--- config.mk ---
export PLATFORM = sky130hd
export DESIGN_NAME = even_parity_rx
export DESIGN_NICKNAME = d
export VERILOG_FILES = /design/src/rtl/even_parity_pkg.sv /design/src/rtl/even_parity_rx.sv
export SDC_FILE = /design/constraint.sdc
export NUM_CORES = 1
export LEC_CHECK = 0
export BUFFER_PORTS_ARGS = -buffer_cell sky130_fd_sc_hd__buf_4
export CAP_MARGIN = 20
export CORE_ASPECT_RATIO = 1.5
export CORE_MARGIN = 2
export CORE_UTILIZATION = 35
export CTS_BUF_LIST = sky130_fd_sc_hd__clkbuf_16
export CTS_CLUSTER_SIZE = 28
export DETAILED_ROUTE_END_ITERATION = 8
export GPL_ROUTABILITY_DRIVEN = 0
export SYNTH_ARGS = -nofsm -noshare
export SYNTH_HDL_FRONTEND = slang
export SYNTH_SLANG_ARGS = --single-unit
export TNS_END_PERCENT = 5
--- constraint.sdc ---
create_clock -name clk -period 2.1 [get_ports clk]
set_input_delay 0.63 -clock clk [delete_from_list [all_inputs] [get_ports clk]]
set_output_delay 0.63 -clock clk [all_outputs]
set_load 0.02 [all_outputs]
--- src/rtl/even_parity_pkg.sv ---
// Shared definitions for the even-parity serial receiver: FSM states,
// line-level constants and the default data width.
`timescale 1ns/1ps
package even_parity_pkg;

    // Default number of data bits per frame.
    localparam int unsigned DATA_W_DEF = 4;

    // Line levels for the start and stop bits.
    localparam logic START_BIT = 1'b0;
    localparam logic STOP_BIT  = 1'b1;

    // Receiver FSM states.
    typedef enum logic [2:0] {
        IDLE      = 3'd0,
        DATA      = 3'd1,
        PARITY    = 3'd2,
        STOP      = 3'd3,
        WAIT_IDLE = 3'd4
    } state_e;

endpackage : even_parity_pkg

--- src/rtl/even_parity_rx.sv ---
// Even-parity serial receiver.
// Deserialises frames (start, DATA_W data bits LSB first, even parity, stop)
// sampled on an external bit strobe, and reports each word with a one-cycle
// valid pulse plus parity and framing error flags.
//
// Ports:
//   clk        - system clock, rising edge
//   rst_n      - asynchronous active-low reset
//   bit_en     - sample strobe; rx only sampled when high
//   rx         - serial line, idle high
//   data       - last received word, held until the next completed frame
//   data_valid - one-cycle pulse when a frame completes
//   parity_err - odd number of ones over data + parity bit of reported frame
//   frame_err  - stop bit of reported frame was sampled low
//   busy       - high from start-bit acceptance until return to IDLE
`timescale 1ns/1ps
module even_parity_rx
    import even_parity_pkg::*;
#(
    parameter int unsigned DATA_W = DATA_W_DEF,
    parameter int unsigned CNT_W  = 4
) (
    input  logic              clk,
    input  logic              rst_n,
    input  logic              bit_en,
    input  logic              rx,
    output logic [DATA_W-1:0] data,
    output logic              data_valid,
    output logic              parity_err,
    output logic              frame_err,
    output logic              busy
);

    state_e             state_q, state_d;
    logic [CNT_W-1:0]   cnt_q, cnt_d;
    logic [DATA_W-1:0]  shift_q, shift_d;
    logic               acc_q, acc_d;
    logic [DATA_W-1:0]  data_q, data_d;
    logic               valid_q, valid_d;
    logic               perr_q, perr_d;
    logic               ferr_q, ferr_d;
    logic               busy_q, busy_d;

    // State, datapath and output registers.
    always_ff @(posedge clk or negedge rst_n) begin
        if (!rst_n) begin
            state_q <= IDLE;
            cnt_q   <= '0;
            shift_q <= '0;
            acc_q   <= 1'b0;
            data_q  <= '0;
            valid_q <= 1'b0;
            perr_q  <= 1'b0;
            ferr_q  <= 1'b0;
            busy_q  <= 1'b0;
        end else begin
            state_q <= state_d;
            cnt_q   <= cnt_d;
            shift_q <= shift_d;
            acc_q   <= acc_d;
            data_q  <= data_d;
            valid_q <= valid_d;
            perr_q  <= perr_d;
            ferr_q  <= ferr_d;
            busy_q  <= busy_d;
        end
    end

    // Next-state and datapath logic; everything holds unless bit_en is high.
    always_comb begin
        state_d = state_q;
        cnt_d   = cnt_q;
        shift_d = shift_q;
        acc_d   = acc_q;
        data_d  = data_q;
        valid_d = 1'b0;
        perr_d  = perr_q;
        ferr_d  = ferr_q;

        if (bit_en) begin
            unique case (state_q)
                IDLE: begin
                    if (rx == START_BIT) begin
                        state_d = DATA;
                        cnt_d   = '0;
                        acc_d   = 1'b0;
                    end
                end
                DATA: begin
                    // Shift in at the MSB so the first sample ends up in bit 0.
                    shift_d = (shift_q >> 1) | (DATA_W'(rx) << (DATA_W - 1));
                    acc_d   = acc_q ^ rx;
                    if (cnt_q == CNT_W'(DATA_W - 1)) begin
                        state_d = PARITY;
                    end else begin
                        cnt_d = cnt_q + CNT_W'(1);
                    end
                end
                PARITY: begin
                    acc_d   = acc_q ^ rx;
                    state_d = STOP;
                end
                STOP: begin
                    // Report regardless of errors.
                    data_d  = shift_q;
                    perr_d  = acc_q;
                    ferr_d  = ~rx;
                    valid_d = 1'b1;
                    state_d = (rx == STOP_BIT) ? IDLE : WAIT_IDLE;
                end
                WAIT_IDLE: begin
                    // A low line here is a broken stop, never a new start.
                    if (rx == STOP_BIT) begin
                        state_d = IDLE;
                    end
                end
                default: begin
                    state_d = IDLE;
                end
            endcase
        end

        busy_d = (state_d != IDLE);
    end

    assign data       = data_q;
    assign data_valid = valid_q;
    assign parity_err = perr_q;
    assign frame_err  = ferr_q;
    assign busy       = busy_q;

endmodule : even_parity_rx
# Yosys cells after proc, flatten, opt, wreduce, memory -nomap -nowiden
# Index checks and enable logic that the tools add are counted.
# W data, S select, Z words.
dict set report word_totals {
  ff_bits 20
  latch_bits 0
  ramBits 0
  romBits 0
  input_bits 4
  output_inout_bits 8
  elab_cells 42
  memories 0
}
dict set report classes {
  addsub 1
  n_mul 0
  n_div 0
  order_cmp 0
  eq_ne 7
  shift 0
  n_mux 13
  n_bitwise 3
  n_reduce_logical 9
}
# operator count
set ops {}
lappend ops {{$mux W3} 5}
lappend ops {{$pmux W3 S5} 1}
lappend ops {{$mux W4} 2}
lappend ops {{$pmux W4 S2} 1}
lappend ops {{$eq A3 B2 Y1 const B} 2}
lappend ops {{$add A4 B1 Y4 const B} 1}
lappend ops {{$eq A4 B2 Y1 const B} 1}
lappend ops {{$ne A2 B2 Y1 const B} 2}
lappend ops {{$or A3 B4 Y4} 1}
lappend ops {{$reduce_and A2 Y1} 2}
lappend ops {{$reduce_and A4 Y1} 1}
lappend ops {{$reduce_bool A2 Y1} 2}
lappend ops {{$eq A3 B1 Y1 const B} 1}
lappend ops {{$eq A3 B3 Y1 const B} 1}
lappend ops {{$logic_not A3 Y1} 1}
lappend ops {{$mux W1} 3}
lappend ops {{$reduce_and A3 Y1} 1}
lappend ops {{$reduce_bool A3 Y1} 1}
lappend ops {{$pmux W1 S2} 1}
lappend ops {{$reduce_or A2 Y1} 1}
lappend ops {{$not A1 Y1} 1}
lappend ops {{$xor A1 B1 Y1} 1}

# Longest topological paths before layout
# Gate-level depths: netlist (run 1).
dict set report depth {
  word_depth 5
  ltp_mapped 5
  ltp_nobuf 4
}

# Worst setup path after synthesis (run 1)
# Ideal clock, no wire load.
dict set report synth_timing {
  path_kind {reg-to-reg}
  from {reg cnt_q[0]}
  to {reg cnt_q[0]}
  setup_time_ps 125
  arrival_time_ps 1507
  t_required_ps 1975
  slack_ps 468
  stages_incl_launch_ff 5
  path_buffers 0
  synth_period_minus_slack_ps 1632
  path_cell_list {dfrtp_1 ha_1 nor3b_2 a2111oi_4 mux2_4}
}
dict set report synth_via {
  elab_chain_cells 3
  elab_cells_between_ends 6
  cone_classes {add/sub: 1; eq/ne: 2; mux: 2; reduce/logical: 1}
}
# element line
set synth_lines {}
lappend synth_lines {{start, declared} even_parity_rx.sv:35} ;# logic [CNT_W-1:0] cnt_q, cnt_d;
lappend synth_lines {{start signal, assigned} even_parity_rx.sv:58} ;# cnt_q <= cnt_d;
lappend synth_lines {{$add A4 B1 Y4 or $eq A4 B2 Y1 (tied branches)} {even_parity_rx.sv:96, even_parity_rx.sv:93}}
lappend synth_lines {{$mux W4 or $ne A2 B2 Y1 (tied branches)} --}
lappend synth_lines {{$pmux W4 S2 or $reduce_and A4 Y1 (tied branches)} --}
# Several ways; a longest one is shown, not always the timed one. The select of a mux whose other input is x is not followed.
# A chain may end at the register's enable or synchronous reset.

# Final worst setup path (run 1)
# Ends and elaborated chain as after synthesis.

==> results of run 1 <==
[kinds of logic (layout without fill, tap and decap cells)]
kind of cell	count (synthesis)	count (layout)	share of synthesized area
mux	13	13	0.144
buf+inv	8	19	0.0394
simple gates	25	25	0.173
fa+ha+maj	1	1	0.0123
xor+xnor	1	1	0.00863
compound gates	17	17	0.129
flops	20	20	0.493
[metrics by stage]
stage / cell area (um2) / hold slack, ns / setup WS (ns)
2_1_floorplan: 1010 / 0.334 / 0.468
3_3_place_gp: 1120 / 0.466 / 0.335
3_5_place_dp: 1120 / 0.472 / 0.307
4_1_cts: 1230 / 0.255 / 0.363
5_1_grt: 1230 / 0.264 / 0.285
6_report: 1230 / 0.248 / 0.366
[layout make-up]
class | instances | area share
clock inverter | 1 | 0.0245
clock buffer | 3 | 0.0612
timing repair buffer | 12 | 0.0734
tap | 37 | 0.0377
sequential | 20 | 0.408
multi-input combinational | 57 | 0.386
inverter | 3 | 0.00917
[worst reg2reg max path, cell delays in order (launching register included)]
cell	delay (ns)
dfrtp_1	0.42
ha_1	0.25
nor3b_2	0.19
a2111oi_4	0.42
mux2_4	0.33
[routing by layer]
layer  vias up  global-route usage  wire length, um
li1        336                   -                -
met1       331               0.176              758
met2         4               0.191              913
met3         2              0.0233               28
met4         0              0.0450               18
met5         -                   0                0
[cells in the mapped netlist (all sizes together) (2+ instances only)]
library cell  number
nor3b              2
mux2i              3
mux2              10
nor2b              2
dfrtp             20
o31ai              3
nor2               3
nand4b             3
o21ai              6
a2111oi            2
nand2b             4
buf                4
nand2              3
a21oi              2
or3b               2
inv                3
[registers in the layout (all words and copies together), names as in the netlist]
signal	cells
cnt_q	4
parity_err	1
frame_err	1
busy	1
shift_q	4
state_q	3
data	4
acc_q	1
data_valid	1
[worst min path at each step]
stage                                   to  slack [ns]  cells past startpoint
floorplan                acc_q$_DFFE_PN0P_        0.33                      0
global placement     frame_err$_DFFE_PN0P_        0.47                      2
detailed placement   frame_err$_DFFE_PN0P_        0.47                      2
CTS                    data[2]$_DFFE_PN0P_        0.25                      1
global route        shift_q[2]$_DFFE_PN0P_        0.26                      1
finish                 data[2]$_DFFE_PN0P_        0.25                      1
[where the power goes]
part | leakage, nW | internal, mW | switching (mW)
logic | 0.250 | 0.332 | 0.289
clock network | 0.0511 | 0.378 | 0.135
registers | 0.255 | 0.529 | 0.144
==> reports/metrics.cfg, run 1 <==
[sta]
finalClockSkew_ns=0.00285
slew_headroom=0.633
fmax_mhz=577
finalCritPeriodShare=0.826
slew_violations=0
worst_pin_slew_ns=0.550
hold_viol=0
layout_min_cycle_time_ns=1.73
fin_setup_tns_ns=0
rsz0062_at_grt=false
setup_viol=0

[global_routing]
track_usage=0.127
first_global_vias=710
grt_max_degree=21
grt_overflow=0
grt_pass1_wl_um=3220
antenna_found_initial=0

[cells_and_area]
diodes=0
final_nets=102
final_cell_mix=dfrtp_1, buf_4, mux2_2
fill_cells=268
instances_no_fill=133
layout-drive-gt1-share=0.323
final_util=0.454
seq_area_um2=500
multiInputGateArea_um2=474
areaGrowthSynthToFinish_pct=21.0
layout_commonest_cell=dfrtp_1

[pwr]
vdd_ir_drop_max_v=0.000925
power_mw=1.81
p_per_area_nw_per_um2=1470
p_leak_nw=0.556

[worst_setup_path]
worst-path-stages=4
max_stage_delay_ns=0.42
crit_fanout=5
crit_type=reg -> reg
worstSetupEndpointType=register
setup.worst_path.end=cnt_q[0]$_DFFE_PN0P_
crit_buf_inv=0
worstPathRequired_ns=2.23
rrSetupSlack_ns=0.37
path_cells=ha_1 > nor3b_2 > a2111oi_4 > mux2_4
crit_start=cnt_q[0]$_DFFE_PN0P_
r2r_end=cnt_q[0]$_DFFE_PN0P_
crit_family=flip-flops
reg2reg_from=cnt_q[0]$_DFFE_PN0P_
slowest_stage=dfrtp_1
worstPathArrival_ns=1.87
crit_path_start_kind=register
reg2reg_depth=4

[synthesis]
synthArstFlopShare=1.00
syn_area_per_cell_um2=11.9
synth_cells=85
synthFlopType=dfrtp_1
synth_edf_count=0
synth.top_cell.area_share=0.493
ys_types=36
yosysSeqAreaShare=0.493
yosys.area.top_type=dfrtp_1
yosys-top-cells-area=dfrtp_1, mux2_2, mux2i_1
syn_nets=90
syn_area_um2=1010
ys_ff_latch=20
yosys_warnings=0

[route]
viasPerCell=5.06
wire_per_inst_um=12.9
vias=673
drc=0
first_pass_iters=4
antenna_left=0
drt_iter0_markers=11
drt_wl_total_um=1720

[floorplanning]
start_util=0.375
ioPinCount=12
die_w_um=48.0
die_h_um=69.9
core_area_um2=2710
rows=23
dieArea_um2=3350

[status]
status=complete, no violations

[run]
drv_cap=0

[placement]
port_buffers=11
dp.cells=129
hpwl_um=1200

[cts]
post_cts_resized=0
cts_setup_buffers=0
htreeDepth=1
tritoncts=built
numCtsBuffers=3
clk-insertion-delay-late_ns=0.25
clk_path_buf_depth=2
clkTransAtPathRegs_ns=0.06
hold_buffers=0
root_buffer=clkbuf_16
cts_sinks=20

[hold_path]
worstHoldPathType=in -> async

(Power assumes the default switching activity.)
==> inputs of run 2 (changes only) <==
==> constraint.sdc (replaced) <==
create_clock -name clk -period 1.4 [get_ports clk]
set_input_delay 0.42 -clock clk [delete_from_list [all_inputs] [get_ports clk]]
set_output_delay 0.42 -clock clk [all_outputs]
set_load 0.02 [all_outputs]
==> run 2 against run 1 <==
The run now ends with setup timing left. Sequential power rose by 39%. Clock-buffer cell count did not move. Cell area rose by 12%. First-iteration DRC count did not move. Clock skew fell by 0.0022 ns. Fmax rose by 15%. Register-to-register slack got worse by 0.47 ns. Non-clock buffer count rose by 19. Via count rose by 10%. Power rose by 54%. Core utilization rose by 5.4 points. Critical path type unchanged. Critical endpoint unchanged. Largest cell class unchanged.
==> reports/metrics.cfg, run 2 (same netlist as run 1, synthesis figures left out) <==
[status]
status=finished with violations
violations=setup timing

[pwr]
p_per_area_nw_per_um2=2030  ; +38%
vdd_ir_drop_max_v=0.00111  ; +20%
p_leak_nw=0.639  ; +15%

[worst_setup_path]
r2r_end=cnt_q[0]$_DFFE_PN0P_
worstPathArrival_ns=1.64  ; -0.23 ns
crit_fanout=2  ; -3
crit_path_start_kind=register
worstPathRequired_ns=1.53  ; -0.70 ns
rrSetupSlack_ns=-0.11  ; -0.47 ns
reg2reg_from=cnt_q[1]$_DFFE_PN0P_
reg2reg_depth=4  ; unchanged
crit_type=reg -> reg
worstSetupEndpointType=register

[global_routing]
met2_usage=0.246  ; +0.0548
use_met3=0.0233  ; unchanged
grt_pass1_wl_um=3680  ; +15%
met1_usage=0.184  ; +0.00803
first_global_vias=796  ; +12%
grt_max_degree=21  ; unchanged
track_usage=0.150  ; +0.0232
grt_overflow=0  ; unchanged
grt.busiest_layer=met2
antenna_found_initial=0  ; unchanged

[cts]
clk-insertion-delay-late_ns=0.25  ; about the same
htreeDepth=1  ; unchanged
numCtsBuffers=3  ; unchanged
cts_sinks=20  ; unchanged
root_buffer=clkbuf_16
clkTransAtPathRegs_ns=0.05  ; about the same
tritoncts=built
clk_path_buf_depth=2  ; unchanged

[floorplanning]
die_h_um=69.9  ; unchanged
die_w_um=48.0  ; unchanged
ioPinCount=12  ; unchanged
dieArea_um2=3350  ; unchanged
start_util=0.375  ; unchanged
core_area_um2=2710  ; unchanged
rows=23  ; unchanged

[cells_and_area]
layout-drive-gt1-share=0.456  ; +0.133
final_nets=121  ; +19%
areaGrowthSynthToFinish_pct=35.3
diodes=0  ; unchanged
final_cell_mix=buf_4, dfrtp_1, mux2_2
layout_commonest_cell=buf_4
fill_cells=260  ; -3.0%

[placement]
hpwl_um=1570  ; +30%
place_ws_ns=-0.115  ; -0.422 ns
port_buffers=11  ; unchanged

[route]
drt_wl_total_um=2110  ; +23%
first_pass_iters=4  ; unchanged
drt_iter0_markers=11  ; unchanged
antenna_left=0  ; unchanged
viasPerCell=4.90  ; -3.2%
wire_per_inst_um=14.0  ; +8.3%
drc=0  ; unchanged
vias=740  ; +10%

[sta]
slew_headroom=0.762  ; +0.129
fmax_mhz=663  ; +15%
worst_slack_ns=-0.109  ; -0.475 ns
slew_violations=0  ; unchanged
hold_viol=0  ; unchanged
fin_setup_tns_ns=-0.192  ; -0.192 ns
finalCritPeriodShare=1.08  ; +0.252
finalClockSkew_ns=0.000614  ; -0.00223 ns
rsz0062_at_grt=true
layout_min_cycle_time_ns=1.51  ; -0.225 ns
setup_viol=3  ; +3
worst_pin_slew_ns=0.356  ; -0.194 ns

[hold_path]
worstHoldPathType=in -> async

[run]
drv_cap=0  ; unchanged

==> run 2: critical path, cell delays in order (launching register included) <==
cell and delay [ns]:
dfrtp_1 0.38, ha_2 0.19, nor3b_4 0.16, a2111oi_4 0.34
mux2_4 0.33
==> run 2: layout make-up <==
cell class	instances	area (um2)	area share
Sequential cell	20	502	0.366
Multi-Input combinational cell	57	502	0.366
Timing Repair Buffer	31	236	0.172
Clock buffer	3	75.1	0.0547
Tap cell	37	46.3	0.0337
Inverter	3	11.3	0.00820
==> run 2: what timing repair did <==
item,in CTS,in global routing
endpoints found under the setup margin,7,15
gates resized for setup,2,4
pin swaps,1,0
hold buffers,0,0
setup buffers,0,0
==> run 2: routing by layer <==
layer / share of wire / routed length [um]
met1: 0.42 / 879
met5: 0 / 0
met3: 0.027 / 57
met4: 0.011 / 24
met2: 0.54 / 1150
==> run 2: how the worst max path moves through the flow <==
stage,slack (ns),to,from
floorplan,-0.13,cnt_q[0]$_DFFE_PN0P_,cnt_q[0]$_DFFE_PN0P_
global placement,-0.08,cnt_q[0]$_DFFE_PN0P_,cnt_q[1]$_DFFE_PN0P_
detailed placement,-0.11,cnt_q[0]$_DFFE_PN0P_,cnt_q[1]$_DFFE_PN0P_
CTS,-0.13,cnt_q[0]$_DFFE_PN0P_,cnt_q[1]$_DFFE_PN0P_
global route,-0.20,cnt_q[1]$_DFFE_PN0P_,cnt_q[1]$_DFFE_PN0P_
finish,-0.11,cnt_q[0]$_DFFE_PN0P_,cnt_q[1]$_DFFE_PN0P_
==> run 2: power breakdown <==
part	internal [mW]	total, mW	leakage (nW)	switching (mW)
clock	0.376	0.569	0.0370	0.193
combinational	0.700	1.28	0.349	0.585
sequential	0.796	0.934	0.254	0.138
total	1.87	2.79	0.639	0.915
==> run 2: through the flow <==
step | cells | area, um2 | utilization | hold WS, ns | power, mW
after floorplan | 85 | 1020 | - | 0.124 | 1.69
after global placement | 148 | 1270 | 0.471 | 0.312 | 2.16
after CTS | 151 | 1350 | 0.500 | 0.0499 | 2.79
after global routing | 151 | 1370 | 0.507 | 0.0626 | 2.97
final | 151 | 1370 | 0.507 | 0.0426 | 2.79
after detailed placement | 148 | 1270 | 0.471 | 0.316 | 2.19
